==> config.mk <==
export PLATFORM = sky130hd
export DESIGN_NAME = stage_writeback
export DESIGN_NICKNAME = d
export VERILOG_FILES = /design/src/rtl/stage_writeback.sv
export SDC_FILE = /design/constraint.sdc
export NUM_CORES = 1
export LEC_CHECK = 0
export BUFFER_PORTS_ARGS = -buffer_cell sky130_fd_sc_hd__buf_4
export CAP_MARGIN = 5
export CORE_ASPECT_RATIO = 0.6
export CORE_MARGIN = 10
export CORE_UTILIZATION = 40
export CTS_CLUSTER_SIZE = 10
export DETAILED_ROUTE_END_ITERATION = 16
export PLACE_DENSITY = 0.68
export SLEW_MARGIN = 20
export SYNTH_ARGS = -nofsm -noshare
export SYNTH_HDL_FRONTEND = slang
export SYNTH_SLANG_ARGS = --single-unit
==> constraint.sdc <==
create_clock -name clk -period 2.1 [get_ports clk]
set_input_delay 0.105 -clock clk [delete_from_list [all_inputs] [get_ports clk]]
set_output_delay 0.105 -clock clk [all_outputs]
set_load 0.05 [all_outputs]
==> src/rtl/stage_writeback.sv <==
// stage_writeback -- final stage of the bfcpu2 datapath.
//
// Commits the modify stage's result: INC/DEC values are written to data
// memory at the data pointer, OUT hands the cell value to the output port
// over a valid/ready handshake, and IN fetches a byte from the input port
// and writes it to data memory. ack is the pipeline-wide stall signal.
//
// Ports:
//   clk, reset          clock; synchronous active-high reset
//   a_in, dp_in         cell value / data pointer from the modify stage
//   operation_in        one-hot opcode (all-zero = bubble)
//   ack                 stage accepts the current operation this cycle
//   mem_we/waddr/wdata  data memory write port (one-cycle strobe)
//   out_valid/out_data/out_ready   output byte handshake
//   in_ready/in_data/in_valid      input byte handshake
//   io_stall_cycles     saturating count of cycles spent waiting on I/O
module stage_writeback #(
   parameter int unsigned D_WIDTH    = 8,
   parameter int unsigned A_WIDTH    = 16,
   parameter int unsigned OPCODE_MSB = 3,
   parameter int unsigned OP_INC     = 0,
   parameter int unsigned OP_DEC     = 1,
   parameter int unsigned OP_IN      = 2,
   parameter int unsigned OP_OUT     = 3
) (
   input  logic                clk,
   input  logic                reset,
   input  logic [D_WIDTH-1:0]  a_in,
   input  logic [A_WIDTH-1:0]  dp_in,
   input  logic [OPCODE_MSB:0] operation_in,
   output logic                ack,
   output logic                mem_we,
   output logic [A_WIDTH-1:0]  mem_waddr,
   output logic [D_WIDTH-1:0]  mem_wdata,
   output logic                out_valid,
   output logic [D_WIDTH-1:0]  out_data,
   input  logic                out_ready,
   output logic                in_ready,
   input  logic [D_WIDTH-1:0]  in_data,
   input  logic                in_valid,
   output logic [15:0]         io_stall_cycles
);

   typedef enum logic [1:0] {
      IDLE     = 2'd0,
      WAIT_OUT = 2'd1,
      WAIT_IN  = 2'd2
   } state_t;

   state_t               state_q, state_d;
   logic                 mem_we_d;
   logic [A_WIDTH-1:0]   mem_waddr_d;
   logic [D_WIDTH-1:0]   mem_wdata_d;
   logic                 out_valid_d;
   logic [D_WIDTH-1:0]   out_data_d;
   logic                 in_ready_d;
   logic [A_WIDTH-1:0]   in_addr_q, in_addr_d;
   logic [15:0]          stall_d;

   assign ack = (state_q == IDLE);

   always_ff @(posedge clk) begin
      if (reset) begin
         state_q         <= IDLE;
         mem_we          <= 1'b0;
         mem_waddr       <= '0;
         mem_wdata       <= '0;
         out_valid       <= 1'b0;
         out_data        <= '0;
         in_ready        <= 1'b0;
         in_addr_q       <= '0;
         io_stall_cycles <= '0;
      end else begin
         state_q         <= state_d;
         mem_we          <= mem_we_d;
         mem_waddr       <= mem_waddr_d;
         mem_wdata       <= mem_wdata_d;
         out_valid       <= out_valid_d;
         out_data        <= out_data_d;
         in_ready        <= in_ready_d;
         in_addr_q       <= in_addr_d;
         io_stall_cycles <= stall_d;
      end
   end

   always_comb begin
      state_d     = state_q;
      mem_we_d    = 1'b0;
      mem_waddr_d = mem_waddr;
      mem_wdata_d = mem_wdata;
      out_valid_d = out_valid;
      out_data_d  = out_data;
      in_ready_d  = in_ready;
      in_addr_d   = in_addr_q;

      unique case (state_q)
         IDLE: begin
            // if/else chain encodes the INC > DEC > IN > OUT priority
            if (operation_in[OP_INC] || operation_in[OP_DEC]) begin
               mem_we_d    = 1'b1;
               mem_waddr_d = dp_in;
               mem_wdata_d = a_in;
            end else if (operation_in[OP_IN]) begin
               in_addr_d  = dp_in;
               in_ready_d = 1'b1;
               state_d    = WAIT_IN;
            end else if (operation_in[OP_OUT]) begin
               out_data_d  = a_in;
               out_valid_d = 1'b1;
               state_d     = WAIT_OUT;
            end
         end
         WAIT_OUT: begin
            if (out_valid && out_ready) begin
               out_valid_d = 1'b0;
               state_d     = IDLE;
            end
         end
         WAIT_IN: begin
            if (in_valid && in_ready) begin
               mem_we_d    = 1'b1;
               mem_waddr_d = in_addr_q;
               mem_wdata_d = in_data;
               in_ready_d  = 1'b0;
               state_d     = IDLE;
            end
         end
         default: state_d = IDLE;
      endcase

      stall_d = io_stall_cycles;
      if (state_q != IDLE && io_stall_cycles != 16'hFFFF)
         stall_d = io_stall_cycles + 16'd1;
   end

endmodule

== Yosys cells after proc, flatten, opt, wreduce, memory -nomap -nowiden ==
Cells that the tools add are included.

* Register bits: 69
* Bits of input ports: 40
* Output and inout port bits: 52
* Word-level logic and storage cells: 61

* Add/subtract/negate cells: 1
* Equal/unequal tests: 11
* Muxes and demuxes: 24
* Bitwise gates (word level): 2
* Reductions and logical operators: 14

{| class="wikitable"
|+ Operators by type and width
! operator !! number
|-
| 16-bit two-way mux || 2
|-
| 16-bit case mux with 2 select lines || 1
|-
| 16-bit by 1-bit adder with 16-bit output, second input constant || 1
|-
| 8-bit two-way mux || 2
|-
| 16-bit != test, second input constant || 1
|-
| 8-bit case mux with 2 select lines || 1
|-
| 2-bit != test, second input constant || 6
|-
| 4-bit AND reduction || 3
|-
| 2-bit two-way mux || 5
|-
| 1-bit two-way mux || 9
|-
| 1-bit case mux with 2 select lines || 3
|-
| 2-bit case mux with 3 select lines || 1
|-
| 3-bit AND reduction || 2
|-
| 2-bit nonzero test || 3
|-
| 5-bit AND reduction || 1
|-
| 1-bit logical AND || 3
|-
| 3-bit != test, second input constant || 1
|-
| 2-bit by 1-bit equality test with 1-bit output, second input constant || 1
|-
| 2-bit equality test, second input constant || 1
|-
| 2-bit zero test || 1
|-
| 2-bit by 1-bit != test with 1-bit output, second input constant || 1
|-
| 1-bit inverter || 2
|-
| 1-bit logical OR || 1
|}

== Depth between registers and ports, before layout ==
Gate-level depths: netlist of run 1.

* Depth after elaboration: 4
* Gate-level depth with buffers: 7
* Mapped depth without buffers: 5

== Worst setup path after synthesis of run 1 ==
Ideal clock, no wire load.

* Kind: register to register
* Start point: register io_stall_cycles[0]
* End point: register io_stall_cycles[14]
* Setup time: 120 ps
* Arrival time: 1786 ps
* Required time: 1980 ps
* Slack: 194 ps
* Cell stages (with the launch flop): 6
* Path buffers: 0
* Period minus slack after synthesis: 1906 ps
* Cells stage by stage: dfxtp_1 > ha_1 > o21ai_1 > nor4_1 > a41o_1 > a21oi_1

* Longest elaborated chain between the ends: 2
* Elaborated cells on any way between the ends: 3
* Those cells by class: add/sub: 1; eq/ne: 1; reduce/logical: 1

{| class="wikitable"
|+ Ends and longest elaborated chain
! element !! line !! text
|-
| start: declaration || 41 || <nowiki>output logic [15:0] io_stall_cycles</nowiki>
|-
| start signal: assignment || 82 || <nowiki>io_stall_cycles <= stall_d;</nowiki>
|-
| parallel branches: the longest is 2 deep, another holds 16-bit by 1-bit adder with 16-bit output || -- ||
|}

Several ways; the timed one is not identified.
A chain may end at the register's enable or synchronous reset.

== Worst setup path in the final report of run 1 ==
* Start point: register state_q[0]
* End point: register io_stall_cycles[12]

* Longest elaborated chain between the ends: 2

{| class="wikitable"
|+ Ends and longest elaborated chain
! element !! line !! text
|-
| start: declaration || 50 || <nowiki>state_t state_q, state_d;</nowiki>
|-
| start signal: assignment || 74 || <nowiki>state_q <= state_d;</nowiki>
|-
| 2-bit nonzero test || 132 || <nowiki>if (state_q != IDLE && io_stall_cycles != 16'hFFFF)</nowiki>
|-
| 1-bit logical AND || 132 ||
|}

No other way between the ends.

==> results.toml, run 1 <==
[worst_setup_path]
crit_path_start_kind = "flop"
crit_path_max_incr_delay_ps = 600
crit_path_cell_trace = "o21ai_1 -> nor4_1 -> and3_1 -> nor3_1"
worst_path_fanout_max = 11
required_ps = 2280
r2r-start = "state_q[0]"
kind_of_critical_path = "reg -> reg"
crit_family = "simple AND/OR/NAND/NOR gates"
worst-endpoint-arrival_ps = 2070
endpoint_kind = "flop"
worst-path-buf-inv = 0
critical-path-slowest-cell = "nor4_1"
cp-startpoint = "state_q[0]"

[clock_tree]
tritoncts = "yes"
cts_sinks = 69
clock_insertion_delay_worst_skew_ps = 320
clock-root-buffer = "clkbuf_16"
cts_inserted_buffers = 9
htreeDepth = 3
clockBufferDepth = 2
ctsResizeCount = 0
post_cts_hold_buffer_count = 0
post-cts-setup-buffer-count = 0
cts.reportedPaths.clkPinSlew_ps = 50

[routing]
wl_um = 8180
vias_per_cell = 5.07
ant_nets = 0
dr_iter_0_viols = 131
vias = 2606
drcViolationCount = 0
drt-wirelength-per-cell_um = 15.9
drt_pre_antenna_iters = 4

[layout]
layout.nets = 448
antenna_cells_inserted = 0
area_growth_syn_to_layout_pct = 36.7
share_of_cells_above_drive_strength_1_pct = 30.5

[floorplan]
floorplan.initialDensity_pct = 41.0
io-pin-count = 92
core.rowCount = 24
chipWidth_um = 131
core_sq_um = 7270
die_area_sq_um = 11400
fp.dieH_um = 86.9

[grt]
wire_length_of_the_first_global_routing_pass_um = 13600
groute.usage.overall_pct = 14.6
largest_net_degree_at_the_start_of_global_routing = 55
gr-total-overflow = 0
number_of_global_route_vias_before_repair = 2700
initial_antenna_violation_count = 0

[timing]
hold_violations = 0
timing_worst_slew_pin_value_ps = 598
skew_ps = 2.85
slew_headroom_pct = 59.8
fin_tns_setup_ps = 0
max_freq_mhz = 527
rsz0062_at_grt = "no"
final_max_slew_viol_count = 0
setup_viol_count_final = 0
fin_crit_sh_pct = 90.3
fin_crit_ps = 1900
timing.hold.ws_ps = 23.9

[placement]
gp_congestion = 0.828
detailed_place_hpwl_um = 6020
io_buffer_count = 91

[min_path]
worstHoldPathType = "in -> reg"
worst_hold_startpoint = "dp_in[2]"

[yosys]
postSynth.asyncResetShare_pct = 0
netlist_top_cells_area = "dfxtp_1 46%, mux2i_1 14%, a211oi_1 6.5%"
yosysMostFrequentCell = "dfxtp_1"
yosysUniqueCellTypes = 42
synth.avg_cell_area_sq_um = 9.32
syn_inst = 320
ys_top_cells_by_count = "69 x dfxtp_1, 50 x nor2_1, 41 x mux2i_1, 26 x a211oi_1, 21 x a21oi_1"
syn-num-nets = 361
ys_warn_count = 0
yosysSeqAreaShare_pct = 46.3
synth_cell_area_sq_um = 2980
post-synth-top-area-fraction_pct = 46.3
flip_flop_and_latch_count_after_synthesis = 69
post-synth-top-area-cell = "dfxtp_1"
synth-main-ff-cell = "dfxtp_1"
synth_enable_flop_cells = 0

[pwr]
leakage_nw = 1.95
power_per_unit_of_standard_cell_area_nw_per_um2 = 876
post-layout-total-power_w = 0.00357
ir_worst_vdd_mv = 0.490

[flow_run]
cap_viol_max_count = 0

[run_status]
outcome = "finished clean"
-- logic make-up (layout without fill, tap and decap cells) --
group	count (synthesis)	count (layout)	synth area share, %
multiplexers	43	43	14.5
flip-flops	69	69	46.3
AND/OR/NAND/NOR	110	110	19.4
adder cells (fa/ha/maj)	1	1	0.420
buffers and inverters	30	120	4.70
AO/OA/AOI/OAI	67	67	14.6
-- layer usage --
layer | up-vias | share of wire, % | wire length [um] | global-route usage (%)
li1 | 1320 | - | - | -
met1 | 1213 | 46 | 3780 | 17.2
met2 | 67 | 44 | 3630 | 22.7
met3 | 6 | 8.9 | 726 | 8.18
met4 | 0 | 0.59 | 48 | 3.42
met5 | - | 0 | 0 | 0
-- flip-flops by register name, indices dropped and copies added (netlist names) --
name	count
in_addr_q	16
in_ready	1
io_stall_cycles	16
mem_waddr	16
mem_wdata	8
mem_we	1
out_data	8
out_valid	1
state_q	2
-- cell type report --
cell class	count	area, sq um
clock buffer	13	270
clock inverter	1	30.0
fill	658	3190
inverter	7	26.3
multi-input combinational	221	1480
sequential	69	1380
tap	104	130
timing repair buffer	99	756
-- tightest hold or removal path: cells and delay by family --
family / cells / cell delay (ps)
buffers and inverters: 1 / 80
multiplexers: 1 / 50
AND/OR/NAND/NOR: 1 / 70
-- where the power goes --
part / switching (W) / internal (W) / total, W
clock: 0.000506 / 0.00100 / 0.00151
sequential: 0.0000476 / 0.00139 / 0.00143
combinational: 0.000405 / 0.000222 / 0.000628
-- layout by cell type, fill, tap and decap left out, types with 2 or more instances in the layout --
cell,netlist,routed
clkbuf_16,0,9
nand3_1,12,12
buf_4,4,98
o21ai_0,9,9
nor2_1,50,50
nor3_1,6,6
and3_1,2,2
clkbuf_8,0,3
o31ai_1,3,3
a211oi_1,26,25
a41o_1,2,2
mux2_2,2,2
dfxtp_1,69,69
a21oi_1,21,21
inv_1,7,7
nand2_1,14,14
nor4_1,2,2
or3_1,3,3
mux2i_1,41,41
nor2b_1,3,3
nand4_1,2,2
or4_1,2,2
-- worst paths after layout --
| kind | to | slack [ps] | cells past startpoint |
|---|---|---|---|
| min | in_addr_q[2] | 20 | 3 |
| max | io_stall_cycles[12] | 200 | 4 |
| min reg2reg | out_data[3] | 460 | 2 |
| max reg2reg | io_stall_cycles[12] | 200 | 4 |
-- stage by stage --
stage                     worst slack (ps)  util (%)  area, sq um  cells
after CTS                              278      56.1         4080    514
after detailed placement               286      51.9         3770    500
after floorplan                        194         -         2980    320
final                                  203      56.1         4080    514
after global routing                  27.5      56.1         4080    514
after global placement                 383      51.9         3770    500
No activity file was read; power rests on OpenSTA's default activity.
==> inputs of run 2 (changes only) <==
==> constraint.sdc (replaced) <==
create_clock -name clk -period 2.1 [get_ports clk]
set_input_delay 0.42 -clock clk [delete_from_list [all_inputs] [get_ports clk]]
set_output_delay 0.42 -clock clk [all_outputs]
set_load 0.05 [all_outputs]
==> results.toml, run 2 (synthesis gave the netlist of run 1 again) <==
[layout]
final_common_cell = "buf_4"
share_of_cells_above_drive_strength_1_pct = 30.3
finalInstanceArea_sq_um = 4050
antenna_cells_inserted = 0
biggestRegsByFlops = "in_addr_q (16), io_stall_cycles (16), mem_waddr (16)"
layout.nets = 448
area_growth_syn_to_layout_pct = 35.8
mostFrequentLayoutCells = "98 x buf_4, 69 x dfxtp_1, 49 x nor2_1, 41 x mux2i_1, 25 x a211oi_1"
post_layout_nonfiller_instances = 516

[worst_setup_path]
crit_path_cell_trace = "nor2_2 -> buf_4 -> buf_4"
critical_path.most_common_cell = "buf_4"
worst_path_fanout_max = 11
critical-path-slowest-cell = "dfxtp_1"
r2r-start = "state_q[0]"
worstReg2RegEnd = "io_stall_cycles[14]"
endpoint_kind = "output pin"
required_ps = 1680
crit_family = "buffers and inverters"
worstSetupEndpoint = "ack"
kind_of_critical_path = "reg -> out"
setup.reg_to_reg.worst_slack_ps = 270
crit_path_start_kind = "flop"
worst-endpoint-arrival_ps = 1520
timing.reg2reg.worst_path_depth = 4
cp-startpoint = "state_q[0]"
cp_num_cells = 3
worst-path-buf-inv = 2
crit_path_max_incr_delay_ps = 440

[clock_tree]
cts.reportedPaths.clkPinSlew_ps = 50
clock_insertion_delay_worst_skew_ps = 320
cts_sinks = 69
cts_inserted_buffers = 9
clockBufferDepth = 2
htreeDepth = 3
clock-root-buffer = "clkbuf_16"
tritoncts = "yes"
post-cts-setup-buffer-count = 0

[min_path]
worstHoldPathType = "in -> reg"
worst_hold_startpoint = "dp_in[14]"

[timing]
timing.hold.ws_ps = 338
skew_ps = 4.86
setup_viol_count_final = 0
fin_crit_sh_pct = 92.4
fin_crit_ps = 1940
final_critical_path_setup_slack_ps = 160
rsz0062_at_grt = "no"
hold_violations = 0
final_max_slew_viol_count = 0
max_freq_mhz = 515
fin_tns_setup_ps = 0
slew_headroom_pct = 63.7
timing_worst_slew_pin_value_ps = 540

[floorplan]
io-pin-count = 92
die_area_sq_um = 11400
floorplan.initialDensity_pct = 41.0
core.rowCount = 24
core_sq_um = 7270
fp.dieH_um = 86.9
chipWidth_um = 131

[routing]
wl_um = 8080
drt_pre_antenna_iters = 5
vias_per_cell = 5.13
drt-wirelength-per-cell_um = 15.7
vias = 2647
dr_iter_0_viols = 116
ant_nets = 0
drcViolationCount = 0

[grt]
largest_net_degree_at_the_start_of_global_routing = 46
number_of_global_route_vias_before_repair = 2650
wire_length_of_the_first_global_routing_pass_um = 13300
gr-total-overflow = 0
initial_antenna_violation_count = 0
groute.usage.overall_pct = 14.2

[pwr]
leakage_nw = 1.94
power_per_unit_of_standard_cell_area_nw_per_um2 = 848
ir_worst_vdd_mv = 0.591

[placement]
placedCellCount = 500
gp_congestion = 0.837
io_buffer_count = 91
detailed_place_hpwl_um = 5920
place_area_sq_um = 3770
pre_cts_ws_ps = 318

[run_status]
outcome = "finished clean"

[flow_run]
cap_viol_max_count = 0
==> run 2: changes by cell type in the layout (fill, tap and decap cells not counted), sizes merged <==
| cell | before | now |
|---|---|---|
| clkbuf | 13 | 15 |
| clkinv | 0 | 1 |
| bufinv | 1 | 0 |
==> run 2: layer usage <==
layer,GRT usage [%],vias to the layer above,share of wire (%)
met5,0,-,0
met4,4.22,0,0.93
met3,7.37,9,8.4
met2,22.4,76,45
met1,16.7,1233,45
li1,-,1329,-
==> run 2: cell type report <==
type | count | area [sq um]
fillers | 672 | 3220
inverters | 7 | 26.3
flip-flops and latches | 69 | 1380
clock buffers | 15 | 268
well taps | 104 | 130
clock inverters | 1 | 5.00
repair buffers | 99 | 756
multi-input cells | 221 | 1480
==> run 2: how the worst min path moves through the flow <==
stage / to / slack, ps / depth (start not counted)
2_1_floorplan: in_addr_q[0] / 460 / 2
3_3_place_gp: out_data[4] / 440 / 2
3_5_place_dp: out_data[1] / 450 / 2
4_1_cts: in_addr_q[14] / 330 / 3
5_1_grt: in_addr_q[14] / 340 / 3
6_report: in_addr_q[14] / 340 / 3
==> run 2: power by group <==
part,internal [W],switching [W],leakage (nW),total [W]
combinational,0.000223,0.000404,1.24,0.000627
sequential,0.00139,0.0000474,0.564,0.00143
clock,0.000863,0.000512,0.134,0.00137
==> run 2: what timing repair did <==
item / CTS / global route
gates resized for setup: 0 / 1
endpoints found under the setup margin: 0 / 1
hold buffers: 0 / 0
==> run 2: tightest hold or removal path, stage by stage <==
cell and delay (ps):
buf_4 80, mux2i_1 50, nor2_1 70
==> run 2: through the flow <==
stage	power, W	util (%)
finish	0.00343	55.7
global route	0.00359	55.7
CTS	0.00349	55.7
detailed placement	0.00209	51.9
global placement	0.00208	51.9
floorplan	0.00186	-
